### src/rtl/acc_disp_pkg.sv
// Shared types and constants for the accumulator result display.
// Optional build macro: ACC_DISP_LEADING_ZERO_BLANK_EN.
package acc_disp_pkg;

    typedef enum logic [1:0] {
        ST_IDLE  = 2'd0,
        ST_CONV  = 2'd1,
        ST_WRITE = 2'd2
    } state_t;

    localparam int NUM_DIGITS = 6;
    localparam int BCD_W      = 12;
    localparam int BIN_W      = 8;

    localparam logic [6:0] SEG_BLANK = 7'h00;

    // Segment order is {g,f,e,d,c,b,a}
    localparam logic [6:0] SEG_TABLE [10] = '{
        7'h3F, 7'h06, 7'h5B, 7'h4F, 7'h66,
        7'h6D, 7'h7D, 7'h07, 7'h7F, 7'h6F
    };

    function automatic logic [6:0] seg_encode(input logic [3:0] d);
        logic [6:0] code;
        code = SEG_BLANK;
        if (d < 4'd10) begin
            code = SEG_TABLE[d];
        end
        return code;
    endfunction

endpackage

### src/rtl/acc_bin2bcd_seq.sv
// Sequential 8-bit binary to 3-digit BCD converter, one bit per clock.
// Optional build macro: ACC_DISP_LEADING_ZERO_BLANK_EN (not used here).
module acc_bin2bcd_seq
    import acc_disp_pkg::*;
(
    input  logic             clk,
    input  logic             reset,
    input  logic             i_start,
    input  logic [BIN_W-1:0] i_bin,
    output logic             o_done,
    output logic [BCD_W-1:0] o_bcd
);

    logic [BCD_W-1:0] r_bcd;
    logic [BIN_W-1:0] r_bin;
    logic [2:0]       r_cnt;
    logic             r_busy;
    logic [BCD_W-1:0] w_adj;

    always_comb begin
        w_adj = r_bcd;
        for (int i = 0; i < 3; i++) begin
            if (r_bcd[4*i +: 4] >= 4'd5) begin
                w_adj[4*i +: 4] = r_bcd[4*i +: 4] + 4'd3;
            end
        end
    end

    always_ff @(posedge clk or posedge reset) begin
        if (reset) begin
            r_bcd  <= '0;
            r_bin  <= '0;
            r_cnt  <= '0;
            r_busy <= 1'b0;
        end else if (i_start) begin
            r_bcd  <= '0;
            r_bin  <= i_bin;
            r_cnt  <= '0;
            r_busy <= 1'b1;
        end else if (r_busy) begin
            {r_bcd, r_bin} <= {w_adj[BCD_W-2:0], r_bin, 1'b0};
            r_cnt <= r_cnt + 3'd1;
            if (r_cnt == 3'd7) begin
                r_busy <= 1'b0;
            end
        end
    end

    // High during the cycle whose edge performs the eighth shift
    assign o_done = r_busy && (r_cnt == 3'd7);
    assign o_bcd  = r_bcd;

endmodule

### src/rtl/acc_result_display.sv
// Captures result ports A/B, converts to BCD and scans six 7-seg digits.
// Optional build macro: ACC_DISP_LEADING_ZERO_BLANK_EN (leading-zero blanking).
module acc_result_display
    import acc_disp_pkg::*;
#(
    parameter int SCAN_DIV = 4
)(
    input  logic       clk,
    input  logic       reset,
    input  logic [7:0] port_A,
    input  logic [7:0] port_B,
    output logic [6:0] seg,
    output logic [5:0] dig_en,
    output logic       busy,
    output logic       upd_done
);

    localparam int DIV_W = (SCAN_DIV > 1) ? $clog2(SCAN_DIV) : 1;
    localparam logic [DIV_W-1:0] DIV_LAST = DIV_W'(SCAN_DIV - 1);

    state_t           r_state;
    logic [7:0]       r_a_last;
    logic [7:0]       r_b_last;
    logic             r_sel_b;
    logic [3:0]       r_dig [NUM_DIGITS];
    logic [DIV_W-1:0] r_div;
    logic [2:0]       r_idx;
    logic [6:0]       r_seg;
    logic [5:0]       r_dig_en;

    logic             w_a_chg;
    logic             w_b_chg;
    logic             w_start;
    logic             w_done;
    logic [7:0]       w_bin;
    logic [BCD_W-1:0] w_bcd;
    logic [3:0]       w_cur;
    logic [6:0]       w_seg;

    // Compare against last captured values so no change is ever dropped
    assign w_a_chg = (port_A != r_a_last);
    assign w_b_chg = (port_B != r_b_last);
    assign w_start = (r_state == ST_IDLE) && (w_a_chg || w_b_chg);
    assign w_bin   = w_a_chg ? port_A : port_B;

    acc_bin2bcd_seq u_b2b (
        .clk     (clk),
        .reset   (reset),
        .i_start (w_start),
        .i_bin   (w_bin),
        .o_done  (w_done),
        .o_bcd   (w_bcd)
    );

    always_ff @(posedge clk or posedge reset) begin
        if (reset) begin
            r_state  <= ST_IDLE;
            r_a_last <= '0;
            r_b_last <= '0;
            r_sel_b  <= 1'b0;
            for (int i = 0; i < NUM_DIGITS; i++) begin
                r_dig[i] <= '0;
            end
        end else begin
            case (r_state)
                ST_IDLE: begin
                    if (w_a_chg) begin
                        r_a_last <= port_A;
                        r_sel_b  <= 1'b0;
                        r_state  <= ST_CONV;
                    end else if (w_b_chg) begin
                        r_b_last <= port_B;
                        r_sel_b  <= 1'b1;
                        r_state  <= ST_CONV;
                    end
                end
                ST_CONV: begin
                    if (w_done) begin
                        r_state <= ST_WRITE;
                    end
                end
                ST_WRITE: begin
                    if (r_sel_b) begin
                        r_dig[3] <= w_bcd[11:8];
                        r_dig[4] <= w_bcd[7:4];
                        r_dig[5] <= w_bcd[3:0];
                    end else begin
                        r_dig[0] <= w_bcd[11:8];
                        r_dig[1] <= w_bcd[7:4];
                        r_dig[2] <= w_bcd[3:0];
                    end
                    r_state <= ST_IDLE;
                end
                default: r_state <= ST_IDLE;
            endcase
        end
    end

    always_ff @(posedge clk or posedge reset) begin
        if (reset) begin
            r_div <= '0;
            r_idx <= '0;
        end else if (r_div == DIV_LAST) begin
            r_div <= '0;
            r_idx <= (r_idx == 3'd5) ? 3'd0 : r_idx + 3'd1;
        end else begin
            r_div <= r_div + 1'b1;
        end
    end

`ifdef ACC_DISP_LEADING_ZERO_BLANK_EN
    logic [2:0] w_base;
    logic [2:0] w_pos;
    logic [3:0] w_hund;
`endif

    always_comb begin
        w_cur = r_dig[r_idx];
        w_seg = seg_encode(w_cur);
`ifdef ACC_DISP_LEADING_ZERO_BLANK_EN
        w_base = (r_idx >= 3'd3) ? 3'd3 : 3'd0;
        w_pos  = r_idx - w_base;
        w_hund = r_dig[w_base];
        if (w_pos == 3'd0 && w_cur == 4'd0) begin
            w_seg = SEG_BLANK;
        end
        if (w_pos == 3'd1 && w_hund == 4'd0 && w_cur == 4'd0) begin
            w_seg = SEG_BLANK;
        end
`endif
    end

    // Enable and segments share one register stage so they always match
    always_ff @(posedge clk or posedge reset) begin
        if (reset) begin
            r_seg    <= 7'h3F;
            r_dig_en <= 6'b000001;
        end else begin
            r_seg    <= w_seg;
            r_dig_en <= 6'b000001 << r_idx;
        end
    end

    assign seg      = r_seg;
    assign dig_en   = r_dig_en;
    assign busy     = (r_state != ST_IDLE);
    assign upd_done = (r_state == ST_WRITE);

endmodule

### config.mk
export PLATFORM = sky130hd
export DESIGN_NAME = acc_result_display
export DESIGN_NICKNAME = d
export VERILOG_FILES = /design/src/rtl/acc_disp_pkg.sv /design/src/rtl/acc_bin2bcd_seq.sv /design/src/rtl/acc_result_display.sv
export SDC_FILE = /design/constraint.sdc
export NUM_CORES = 1
export LEC_CHECK = 0
export ABC_AREA = 1
export BUFFER_PORTS_ARGS = -buffer_cell sky130_fd_sc_hd__buf_2
export CELL_PAD_IN_SITES_DETAIL_PLACEMENT = 1
export CELL_PAD_IN_SITES_GLOBAL_PLACEMENT = 2
export CORE_ASPECT_RATIO = 1.5
export CORE_MARGIN = 2
export CORE_UTILIZATION = 32
export DETAILED_ROUTE_END_ITERATION = 12
export HOLD_SLACK_MARGIN = 0.06
export MAX_ROUTING_LAYER = met4
export PLACE_DENSITY = 0.74
export REMOVE_ABC_BUFFERS = 1
export SLEW_MARGIN = 20
export SYNTH_ARGS = -nofsm -noshare
export SYNTH_HDL_FRONTEND = slang
export SYNTH_HIERARCHICAL = 1
export SYNTH_SLANG_ARGS = --single-unit
export TNS_END_PERCENT = 10
### constraint.sdc
create_clock -name clk -period 2 [get_ports clk]
set_input_delay 0.4 -clock clk [delete_from_list [all_inputs] [get_ports clk]]
set_output_delay 0.4 -clock clk [all_outputs]
set_load 0.02 [all_outputs]
==> impl_summary.log, run 1 <==
INFO  metric status = complete, no violations
INFO  metric timing.critical_path.slowest_cell_delay = 430 ps
INFO  metric cts_inserted_buffers = 9
INFO  metric ant_nets = 0
INFO  metric post_cts_resized = 0
INFO  metric cp_cell_sequence = buf_4 -> nand2_1 -> inv_1 -> nand2_1 -> nand4_1 -> nand2_1 -> nand2_1 -> inv_1 -> ha_1 -> inv_1 -> nor2_1 -> nor2_1 -> nor2_1
INFO  metric filler_cell_count = 1655
INFO  metric largest_net_degree_at_the_start_of_global_routing = 62
INFO  metric crit_path_start_kind = register
INFO  metric grt_setup_unrepaired = no
INFO  metric vias_per_cell = 4.78
INFO  metric ys_warn_count = 6
INFO  metric hold_buffers = 0
INFO  metric final_net_count = 635
INFO  metric tightestPinTransition = 466 ps
INFO  metric power_per_cell_area = 1240 nW/µm²
INFO  metric setup_viol = 0
INFO  metric worst_hold_path_type = in -> async
INFO  metric synth-seq-cells = 85
INFO  metric synth.yosys.seq_area_share = 48.5%
INFO  metric grt.overflow.total = 0
INFO  metric syn_area = 4400 µm²
INFO  metric numPortBuffers = 32
INFO  metric drive_above_1_share = 18.1%
INFO  metric placement.cell_area = 4840 µm²
INFO  metric syn_inst = 551
INFO  metric detailroute.via_count = 3672
INFO  metric timing.critical_path.arrival = 2090 ps
INFO  metric grt_pass1_vias = 3892
INFO  metric max_freq = 552 MHz
INFO  metric share_of_the_clock_period_used_by_the_worst_path = 90.7%
INFO  metric worstSetupEndpointType = register
INFO  metric hold_violations = 0
INFO  metric final_area = 5150 µm²
INFO  metric clk_pin_slew_worst_paths = 70 ps
INFO  metric tritoncts = done
INFO  metric design.portCount = 33
INFO  metric final.min_clock_period = 1810 ps
INFO  metric drt_pass1_iterations = 4
INFO  metric totalPowerFinal = 6390 µW
INFO  metric initial_core_util = 32.7%
INFO  metric grt_antenna_before_repair = 0
INFO  metric average_routed_wire_per_standard_cell = 14.6 µm
INFO  metric worst_path_fanout_max = 11
INFO  metric reg2reg_from = r_idx[0]$_DFFE_PP0P_
INFO  metric rr_endpoint = seg[3]$_DFF_PP1_
INFO  metric wire_length_of_the_first_global_routing_pass = 19000 µm
INFO  metric ff2ff_setup_slack = 190 ps
INFO  metric worst-endpoint-required = 2280 ps
INFO  metric n_antenna_cell = 0
INFO  metric chipHeight = 148 µm
INFO  metric finalSetupTns = 0 ps
INFO  metric final_util = 38.2%
INFO  metric worst_path_slowest_cell = sky130_fd_sc_hd__dfrtp_1
INFO  metric initialDrtViolationCount = 105
INFO  metric dieWidth = 99.7 µm
INFO  metric clock_latency_on_the_worst_skew_pair = 350 ps
INFO  metric ir_drop = 0.000442 V
INFO  metric h-tree-depth = 3
INFO  metric leakagePower = 0.00269 µW
INFO  metric cap_viol_max_count = 0
INFO  metric postCtsSetupRepairBufs = 0
INFO  metric finalWeightedCongestion = 0.758
INFO  metric slew-limit-headroom = 68.8%
INFO  metric totalWireLength = 11200 µm
INFO  metric detailedPlacementHpwl = 8510 µm
INFO  metric finClkSkew = 8.42 ps
INFO  metric worstSetupPathType = reg -> reg
INFO  metric clock_tree.root_cell = sky130_fd_sc_hd__clkbuf_16
INFO  metric slew_viol_final = 0
INFO  metric row_count = 52
INFO  metric cts_sinks = 85
INFO  metric synth.avg_cell_area = 7.99 µm²
INFO  metric drc = 0
INFO  metric synthToLayoutAreaGrowth = 17.1%
INFO  metric design.die.area = 14700 µm²
INFO  metric timing.critical_path.mode_cell = sky130_fd_sc_hd__nand2_1
INFO  metric clockBufferDepth = 2
INFO  metric yosysUniqueCellTypes = 31
INFO  metric core-area = 13500 µm²
INFO  metric track_usage = 17.1%
INFO  metric timing.reg2reg.worst_path_depth = 13
-- power by group --
group	total, µW	internal (µW)	switching (µW)	leakage, µW
logic	2030	771	1260	0.00147
registers	2650	2250	398	0.00107
clock network	1720	983	734	0.000147
total	6390	4000	2390	0.00269
-- cells in the mapped netlist, drive strengths merged --
cell      n  area share, %
o21ai    52            6.2
o21bai    2           0.43
a21boi    1           0.17
xnor2     5            1.0
nand4    15            2.1
a21oi     9            1.1
ha       15            4.3
o211ai    1           0.17
a22o      2           0.45
or2       4           0.57
o22ai     6           0.85
buf      10            1.9
dfstp     7            4.2
nand2   197             18
inv      73            6.3
dfrtp    78             44
clkbuf    5           0.43
nand3    32            4.0
nor3      1           0.11
nor2     36            3.8
-- logic make-up (layout without fill, tap and decap cells) --
group                    count (synthesis)  after routing  share of synthesized area, %
buffers and inverters                   88            144                          8.64
AND/OR/NAND/NOR                        285            285                          28.2
XOR/XNOR                                 5              5                         0.995
AO/OA/AOI/OAI                           73             73                          9.35
adder cells (fa/ha/maj)                 15             15                          4.26
flip-flops                              85             85                          48.5
-- critical path: cells and delay by family, from the launching register on --
kind                       cells  cell delay, ps
and+or+nand+nor                8             610
DFF                            1             430
buffers and inverters          4             430
adders and majority gates      1             280
-- layout by cell type, fill, tap and decap left out, types with 15 or more instances in the layout --
| cell type | n |
|---|---|
| sky130_fd_sc_hd__buf_4 | 22 |
| sky130_fd_sc_hd__inv_1 | 66 |
| sky130_fd_sc_hd__dfrtp_1 | 78 |
| sky130_fd_sc_hd__nand2_1 | 188 |
| sky130_fd_sc_hd__o21ai_0 | 51 |
| sky130_fd_sc_hd__buf_2 | 32 |
| sky130_fd_sc_hd__nand3_1 | 29 |
| sky130_fd_sc_hd__ha_1 | 15 |
| sky130_fd_sc_hd__nand4_1 | 15 |
| sky130_fd_sc_hd__nor2_1 | 32 |
-- per-stage QoR --
| stage | instances | setup WS (ps) | hold slack, ps |
|---|---|---|---|
| floorplan | 536 | -1.80 | 403 |
| global placement | 753 | 111 | 414 |
| detailed placement | 753 | 68.9 | 428 |
| CTS | 769 | 133 | 122 |
| global route | 769 | 15.6 | 143 |
| finish | 769 | 187 | 113 |
-- registers in the layout (all words and copies together) (netlist names), 2 cells and up --
register and count:
r_dig 24, u_b2b/o_bcd 12, r_a_last 8, r_b_last 8
u_b2b/r_bin 8, seg 7, dig_en 6, r_idx 3
u_b2b/r_cnt 3, r_div 2, r_state 2
-- layout make-up --
type                            count  area, µm²  area share [%]
Sequential cell                    85       2140            41.5
Clock buffer                        9        225            4.37
Tap cell                          162        203            3.93
Clock inverter                      7       81.3            1.58
Inverter                           73        277            5.37
Multi-Input combinational cell    378       1880            36.6
Timing Repair Buffer               55        345            6.70
-- worst max-delay path by stage --
stage	start	to	cells after the start
floorplan	r_state[0]$_DFFE_PP0P_	u_b2b/r_cnt[1]$_DFFE_PP0P_	7
global placement	port_A[6]	u_b2b/r_bin[5]$_DFFE_PP0P_	11
detailed placement	port_A[3]	u_b2b/r_bin[5]$_DFFE_PP0P_	11
CTS	r_idx[0]$_DFFE_PP0P_	seg[3]$_DFF_PP1_	13
global route	r_idx[0]$_DFFE_PP0P_	seg[3]$_DFF_PP1_	13
finish	r_idx[0]$_DFFE_PP0P_	seg[3]$_DFF_PP1_	13
-- routing by layer --
layer | up-vias | wire (µm) | track usage [%]
met2 | 40 | 6310 | 32.1
met3 | 13 | 251 | 2.70
li1 | 1837 | - | -
met5 | - | 0 | -
met1 | 1782 | 4490 | 18.0
met4 | 0 | 180 | 5.48
Note: power is estimated with default switching activity, not from simulation.
==> run 2, diff against run 1 <==
Settings changed: CTS_CLUSTER_SIZE from default to 25, MAX_ROUTING_LAYER met4 to default.
==> impl_summary.log, run 2 (synthesis gave the netlist of run 1 again) <==
INFO  metric status = complete, no violations
INFO  metric post_cts_resized = 0
INFO  metric cts_sinks = 85
INFO  metric clock_tree.root_cell = sky130_fd_sc_hd__clkbuf_16
INFO  metric cts_inserted_buffers = 9
INFO  metric share_of_the_clock_period_used_by_the_worst_path = 90.7%
INFO  metric drc = 0
INFO  metric clk_pin_slew_worst_paths = 70 ps
INFO  metric post-route-worst-setup-slack = 187 ps
INFO  metric grt_antenna_before_repair = 0
INFO  metric initial_core_util = 32.7%
INFO  metric timing.critical_path.slowest_cell_delay = 430 ps
INFO  metric detailedPlacementHpwl = 8510 µm
INFO  metric finalWeightedCongestion = 0.749
INFO  metric slew_viol_final = 0
INFO  metric design.portCount = 33
INFO  metric numPortBuffers = 32
INFO  metric max_freq = 552 MHz
INFO  metric finalSetupTns = 0 ps
INFO  metric final.min_clock_period = 1810 ps
INFO  metric chipHeight = 148 µm
INFO  metric grt_pass1_vias = 3892
INFO  metric design.die.area = 14700 µm²
INFO  metric totalWireLength = 11200 µm
INFO  metric track_usage = 16.6%
INFO  metric worstSetupPathType = reg -> reg
INFO  metric post-place-ws = 68.9 ps
INFO  metric cp_cell_sequence = buf_4 -> nand2_1 -> inv_1 -> nand2_1 -> nand4_1 -> nand2_1 -> nand2_1 -> inv_1 -> ha_1 -> inv_1 -> nor2_1 -> nor2_1 -> nor2_1
INFO  metric setup_viol = 0
INFO  metric average_routed_wire_per_standard_cell = 14.6 µm
INFO  metric hold_buffers = 0
INFO  metric worst-endpoint-required = 2280 ps
INFO  metric drt_pass1_iterations = 4
INFO  metric layout.cells.most_common = sky130_fd_sc_hd__nand2_1
INFO  metric ir_drop = 0.000442 V
INFO  metric clockPowerShare = 26.9%
INFO  metric crit_path_start_kind = register
INFO  metric synthToLayoutAreaGrowth = 17.1%
INFO  metric finClkSkew = 8.42 ps
INFO  metric hold_violations = 0
INFO  metric row_count = 52
INFO  metric timing.critical_path.mode_cell = sky130_fd_sc_hd__nand2_1
INFO  metric slew-limit-headroom = 68.8%
INFO  metric largest_register_ff_count = 24
INFO  metric clock_latency_on_the_worst_skew_pair = 350 ps
INFO  metric drive_above_1_share = 18.1%
INFO  metric cpLargestDelayFamily = simple AND/OR/NAND/NOR gates
INFO  metric clockBufferDepth = 2
INFO  metric initialDrtViolationCount = 102
INFO  metric ant_nets = 0
INFO  metric power.switching_fraction = 37.4%
INFO  metric filler_cell_count = 1655
INFO  metric final_net_count = 635
INFO  metric vias_per_cell = 4.78
INFO  metric core-area = 13500 µm²
INFO  metric largest_net_degree_at_the_start_of_global_routing = 62
INFO  metric tightestPinTransition = 466 ps
INFO  metric power.internal = 4000 µW
INFO  metric dieWidth = 99.7 µm
INFO  metric worstSetupEndpointType = register
INFO  metric n_antenna_cell = 0
INFO  metric power_frac_comb = 31.7%
INFO  metric power_per_cell_area = 1240 nW/µm²
INFO  metric grt_setup_unrepaired = no
INFO  metric leakagePower = 0.00269 µW
INFO  metric postCtsSetupRepairBufs = 0
INFO  metric h-tree-depth = 3
INFO  metric worst_path_fanout_max = 11
INFO  metric largest_register = r_dig
INFO  metric critPathBufInv = 4
INFO  metric most-common-layout-cells = 188 x sky130_fd_sc_hd__nand2_1, 78 x sky130_fd_sc_hd__dfrtp_1, 66 x sky130_fd_sc_hd__inv_1
INFO  metric detailroute.via_count = 3672
INFO  metric seq_power_share = 41.4%
INFO  metric worst_path_slowest_cell = sky130_fd_sc_hd__dfrtp_1
INFO  metric worst_hold_path_type = in -> async
INFO  metric cap_viol_max_count = 0
INFO  metric wire_length_of_the_first_global_routing_pass = 19000 µm
INFO  metric power_switching = 2390 µW
INFO  metric timing.critical_path.arrival = 2090 ps
INFO  metric grt.overflow.total = 0
INFO  metric tritoncts = done
[run 2: cell counts in the layout (fill, tap and decap cells not counted)]
Identical to the previous run, type by type.
[run 2: through the flow]
stage | cells | utilization, % | total power (µW) | hold slack [ps] | area [µm²]
2_1_floorplan | 536 | - | 4050 | 403 | 4300
3_3_place_gp | 753 | 36.0 | 4640 | 414 | 4840
3_5_place_dp | 753 | 36.0 | 4750 | 428 | 4840
4_1_cts | 769 | 38.2 | 6520 | 122 | 5150
5_1_grt | 769 | 38.2 | 6950 | 143 | 5150
6_report | 769 | 38.2 | 6390 | 113 | 5150
[run 2: power by group through the flow]
stage               logic, µW  registers [µW]  clock network [µW]
floorplan                1470            2580                   0
global placement         1980            2650                   0
detailed placement       2080            2670                   0
CTS                      2080            2650                1780
global route             2370            2720                1850
finish                   2030            2650                1720
[run 2: metal layers]
metal | share of wire [%] | vias up | GRT usage, %
met5 | 0 | - | 0
met4 | 1.6 | 0 | 5.48
met3 | 2.2 | 13 | 2.70
met2 | 56 | 40 | 32.1
met1 | 40 | 1782 | 18.0
li1 | - | 1837 | -
[run 2: path summary, 6_finish.rpt]
path,start,to,slack (ps),cells after the start
worst min register to register,r_div[0]$_DFF_PP0_,r_div[0]$_DFF_PP0_,440,1
worst max register to register,r_idx[0]$_DFFE_PP0P_,seg[3]$_DFF_PP1_,190,13
min in group clk,port_B[1],r_b_last[1]$_DFFE_PP0P_,350,3
worst min-delay path,reset,u_b2b/o_bcd[7]$_DFFE_PP0P_,110,3
worst max-delay path,r_idx[0]$_DFFE_PP0P_,seg[3]$_DFF_PP1_,190,13
max in group asynchronous,reset,dig_en[0]$_DFF_PP1_,1540,3
[run 2: cell type report]
class | count | area (µm²) | share of cell area, %
clock buffer | 9 | 225 | 4.37
inverter | 73 | 277 | 5.37
tap | 162 | 203 | 3.93
multi-input combinational | 378 | 1880 | 36.6
clock inverter | 7 | 81.3 | 1.58
sequential | 85 | 2140 | 41.5
timing repair buffer | 55 | 345 | 6.70
[run 2: worst min-delay path: stages]
cell and delay (ps):
sky130_fd_sc_hd__buf_2 110, sky130_fd_sc_hd__inv_1 40, sky130_fd_sc_hd__buf_4 290
==> run 3, diff against run 2 <==
--- a/config.mk
+++ b/config.mk
@@ -7,4 +7,5 @@
 export LEC_CHECK = 0
 export ABC_AREA = 1
+export ABC_CLOCK_PERIOD_IN_PS = 2200
 export BUFFER_PORTS_ARGS = -buffer_cell sky130_fd_sc_hd__buf_2
 export CELL_PAD_IN_SITES_DETAIL_PLACEMENT = 1
@@ -12,9 +13,9 @@
 export CORE_ASPECT_RATIO = 1.5
 export CORE_MARGIN = 2
-export CORE_UTILIZATION = 32
+export CORE_UTILIZATION = 39
 export CTS_CLUSTER_SIZE = 25
 export DETAILED_ROUTE_END_ITERATION = 12
 export HOLD_SLACK_MARGIN = 0.06
-export PLACE_DENSITY = 0.74
+export PLACE_DENSITY = 0.84
 export REMOVE_ABC_BUFFERS = 1
 export SLEW_MARGIN = 20
==> constraint.sdc (replaced) <==
create_clock -name clk -period 2.2 [get_ports clk]
set_input_delay 0.44 -clock clk [delete_from_list [all_inputs] [get_ports clk]]
set_output_delay 0.44 -clock clk [all_outputs]
set_load 0.01 [all_outputs]
==> impl_summary.log, run 3 (synthesis gave the netlist of run 1 again) <==
INFO  metric final_util = 46.1%
INFO  metric tightestPinTransition = 694 ps
INFO  metric largest_net_degree_at_the_start_of_global_routing = 27
INFO  metric n_antenna_cell = 0
INFO  metric numPortBuffers = 32
INFO  metric seq_power_share = 41.9%
INFO  metric finalSetupTns = 0 ps
INFO  metric grt_pass1_vias = 3907
INFO  metric largest_register_ff_count = 24
INFO  metric slew-limit-headroom = 53.6%
INFO  metric track_usage = 19.1%
INFO  metric timing.reg2reg.worst_path_depth = 11
INFO  metric slew_viol_final = 0
INFO  metric clock_latency_on_the_worst_skew_pair = 330 ps
INFO  metric hold_violations = 0
INFO  metric leakagePower = 0.00264 µW
INFO  metric post-route-worst-setup-slack = 157 ps
INFO  metric critPathBufInv = 2
INFO  metric core-area = 11000 µm²
INFO  metric share_of_the_clock_period_used_by_the_worst_path = 92.9%
INFO  metric average_routed_wire_per_standard_cell = 14.4 µm
INFO  metric worstSetupEndpointType = register
INFO  metric drive_above_1_share = 16.9%
INFO  metric wire_length_of_the_first_global_routing_pass = 18500 µm
INFO  metric grt.overflow.total = 0
INFO  metric worst_path_slowest_cell = sky130_fd_sc_hd__dfrtp_1
INFO  metric grt_antenna_before_repair = 0
INFO  metric worst-endpoint-required = 2460 ps
INFO  metric finalHoldWorstSlack = 125 ps
INFO  metric power_switching = 2100 µW
INFO  metric final_net_count = 625
INFO  metric reg2reg_from = r_idx[1]$_DFFE_PP0P_
INFO  metric cts_inserted_buffers = 9
INFO  metric largest_register = r_dig
INFO  metric cpLargestDelayFamily = simple AND/OR/NAND/NOR gates
INFO  metric power.internal = 3620 µW
INFO  metric cp_cell_sequence = clkinvlp_4 -> nand2_1 -> nor2_4 -> nand2_1 -> nand2_1 -> a21oi_1 -> ha_1 -> inv_1 -> nor2_1 -> nor2_1 -> nor2_1
INFO  metric hold_buffers = 0
INFO  metric post-place-ws = 1.87 ps
INFO  metric synthToLayoutAreaGrowth = 15.3%
INFO  metric detailroute.via_count = 3666
INFO  metric crit_path_start_kind = register
INFO  metric drc = 0
INFO  metric power_frac_comb = 31.4%
INFO  metric initialDrtViolationCount = 95
INFO  metric totalWireLength = 10700 µm
INFO  metric worst_hold_path_type = in -> async
INFO  metric timing.critical_path.slowest_cell_delay = 510 ps
INFO  metric most-common-layout-cells = 188 x sky130_fd_sc_hd__nand2_1, 78 x sky130_fd_sc_hd__dfrtp_1, 65 x sky130_fd_sc_hd__inv_1
INFO  metric cap_viol_max_count = 0
INFO  metric ir_drop = 0.000484 V
INFO  metric clockBufferDepth = 2
INFO  metric max_freq = 489 MHz
INFO  metric timing.critical_path.arrival = 2300 ps
INFO  metric dieWidth = 90.7 µm
INFO  metric drt_pass1_iterations = 4
INFO  metric design.portCount = 33
INFO  metric finalWeightedCongestion = 0.810
INFO  metric h-tree-depth = 3
INFO  metric ff2ff_setup_slack = 160 ps
INFO  metric tritoncts = done
INFO  metric initial_core_util = 40.0%
INFO  metric worst-path-stages = 11
INFO  metric rr_endpoint = seg[3]$_DFF_PP1_
INFO  metric vias_per_cell = 4.93
INFO  metric power.switching_fraction = 36.7%
INFO  metric power_per_cell_area = 1130 nW/µm²
INFO  metric clk_pin_slew_worst_paths = 70 ps
INFO  metric setup_viol = 0
INFO  metric worst_path_fanout_max = 6
INFO  metric grt_setup_unrepaired = no
INFO  metric status = complete, no violations
INFO  metric clockPowerShare = 26.8%
INFO  metric chipHeight = 134 µm
INFO  metric cts_sinks = 85
INFO  metric clock_tree.root_cell = sky130_fd_sc_hd__clkbuf_16
INFO  metric ant_nets = 0
INFO  metric finClkSkew = 6.93 ps
INFO  metric final.min_clock_period = 2040 ps
INFO  metric layout.cells.most_common = sky130_fd_sc_hd__nand2_1
INFO  metric design.die.area = 12200 µm²
INFO  metric row_count = 47
INFO  metric detailedPlacementHpwl = 8250 µm
INFO  metric worstSetupPathType = reg -> reg
## run 3: layout make-up
| type | instances | area, µm² |
|---|---|---|
| inverters | 73 | 280 |
| fillers | 1391 | 5920 |
| clock buffers | 9 | 225 |
| multi-input cells | 378 | 1880 |
| flip-flops and latches | 85 | 2140 |
| clock inverters | 7 | 80.1 |
| repair buffers | 45 | 283 |
| well taps | 147 | 184 |
## run 3: repair_timing
| item | in CTS | in global routing |
|---|---|---|
| buffers inserted | 2 | 0 |
| endpoints found under the setup margin | 1 | 0 |
| gates resized for setup | 1 | 0 |
## run 3: worst max-delay path by stage
stage / start / endpoint
finish: r_idx[1]$_DFFE_PP0P_ / seg[3]$_DFF_PP1_
global route: r_idx[1]$_DFFE_PP0P_ / seg[3]$_DFF_PP1_
CTS: r_idx[1]$_DFFE_PP0P_ / seg[3]$_DFF_PP1_
detailed placement: r_idx[1]$_DFFE_PP0P_ / seg[3]$_DFF_PP1_
global placement: r_idx[1]$_DFFE_PP0P_ / seg[3]$_DFF_PP1_
floorplan: port_A[6] / u_b2b/r_bin[1]$_DFFE_PP0P_
## run 3: through the flow
step           cells  power [µW]  cell area, µm²
3_5_place_dp     726        4260            4750
6_report         744        5710            5070
3_3_place_gp     726        4150            4750
5_1_grt          744        6250            5070
4_1_cts          744        5820            5070
2_1_floorplan    536        3650            4300
## run 3: power groups by stage
| stage | sequential (µW) | combinational [µW] | clock [µW] |
|---|---|---|---|
| final | 2390 | 1790 | 1530 |
| after global routing | 2460 | 2140 | 1650 |
| after CTS | 2400 | 1850 | 1580 |
| after detailed placement | 2420 | 1840 | 0 |
| after global placement | 2400 | 1750 | 0 |
| after floorplan | 2320 | 1330 | 0 |
## run 3: routing by layer
| layer | routed length, µm | global-route usage [%] | vias to the layer above | part of all wire (%) |
|---|---|---|---|---|
| met4 | 199 | 5.98 | 0 | 1.9 |
| met2 | 5990 | 37.2 | 36 | 56 |
| met5 | 0 | 0 | - | 0 |
| met1 | 4290 | 20.5 | 1792 | 40 |
| met3 | 196 | 3.37 | 12 | 1.8 |
| li1 | - | - | 1826 | - |
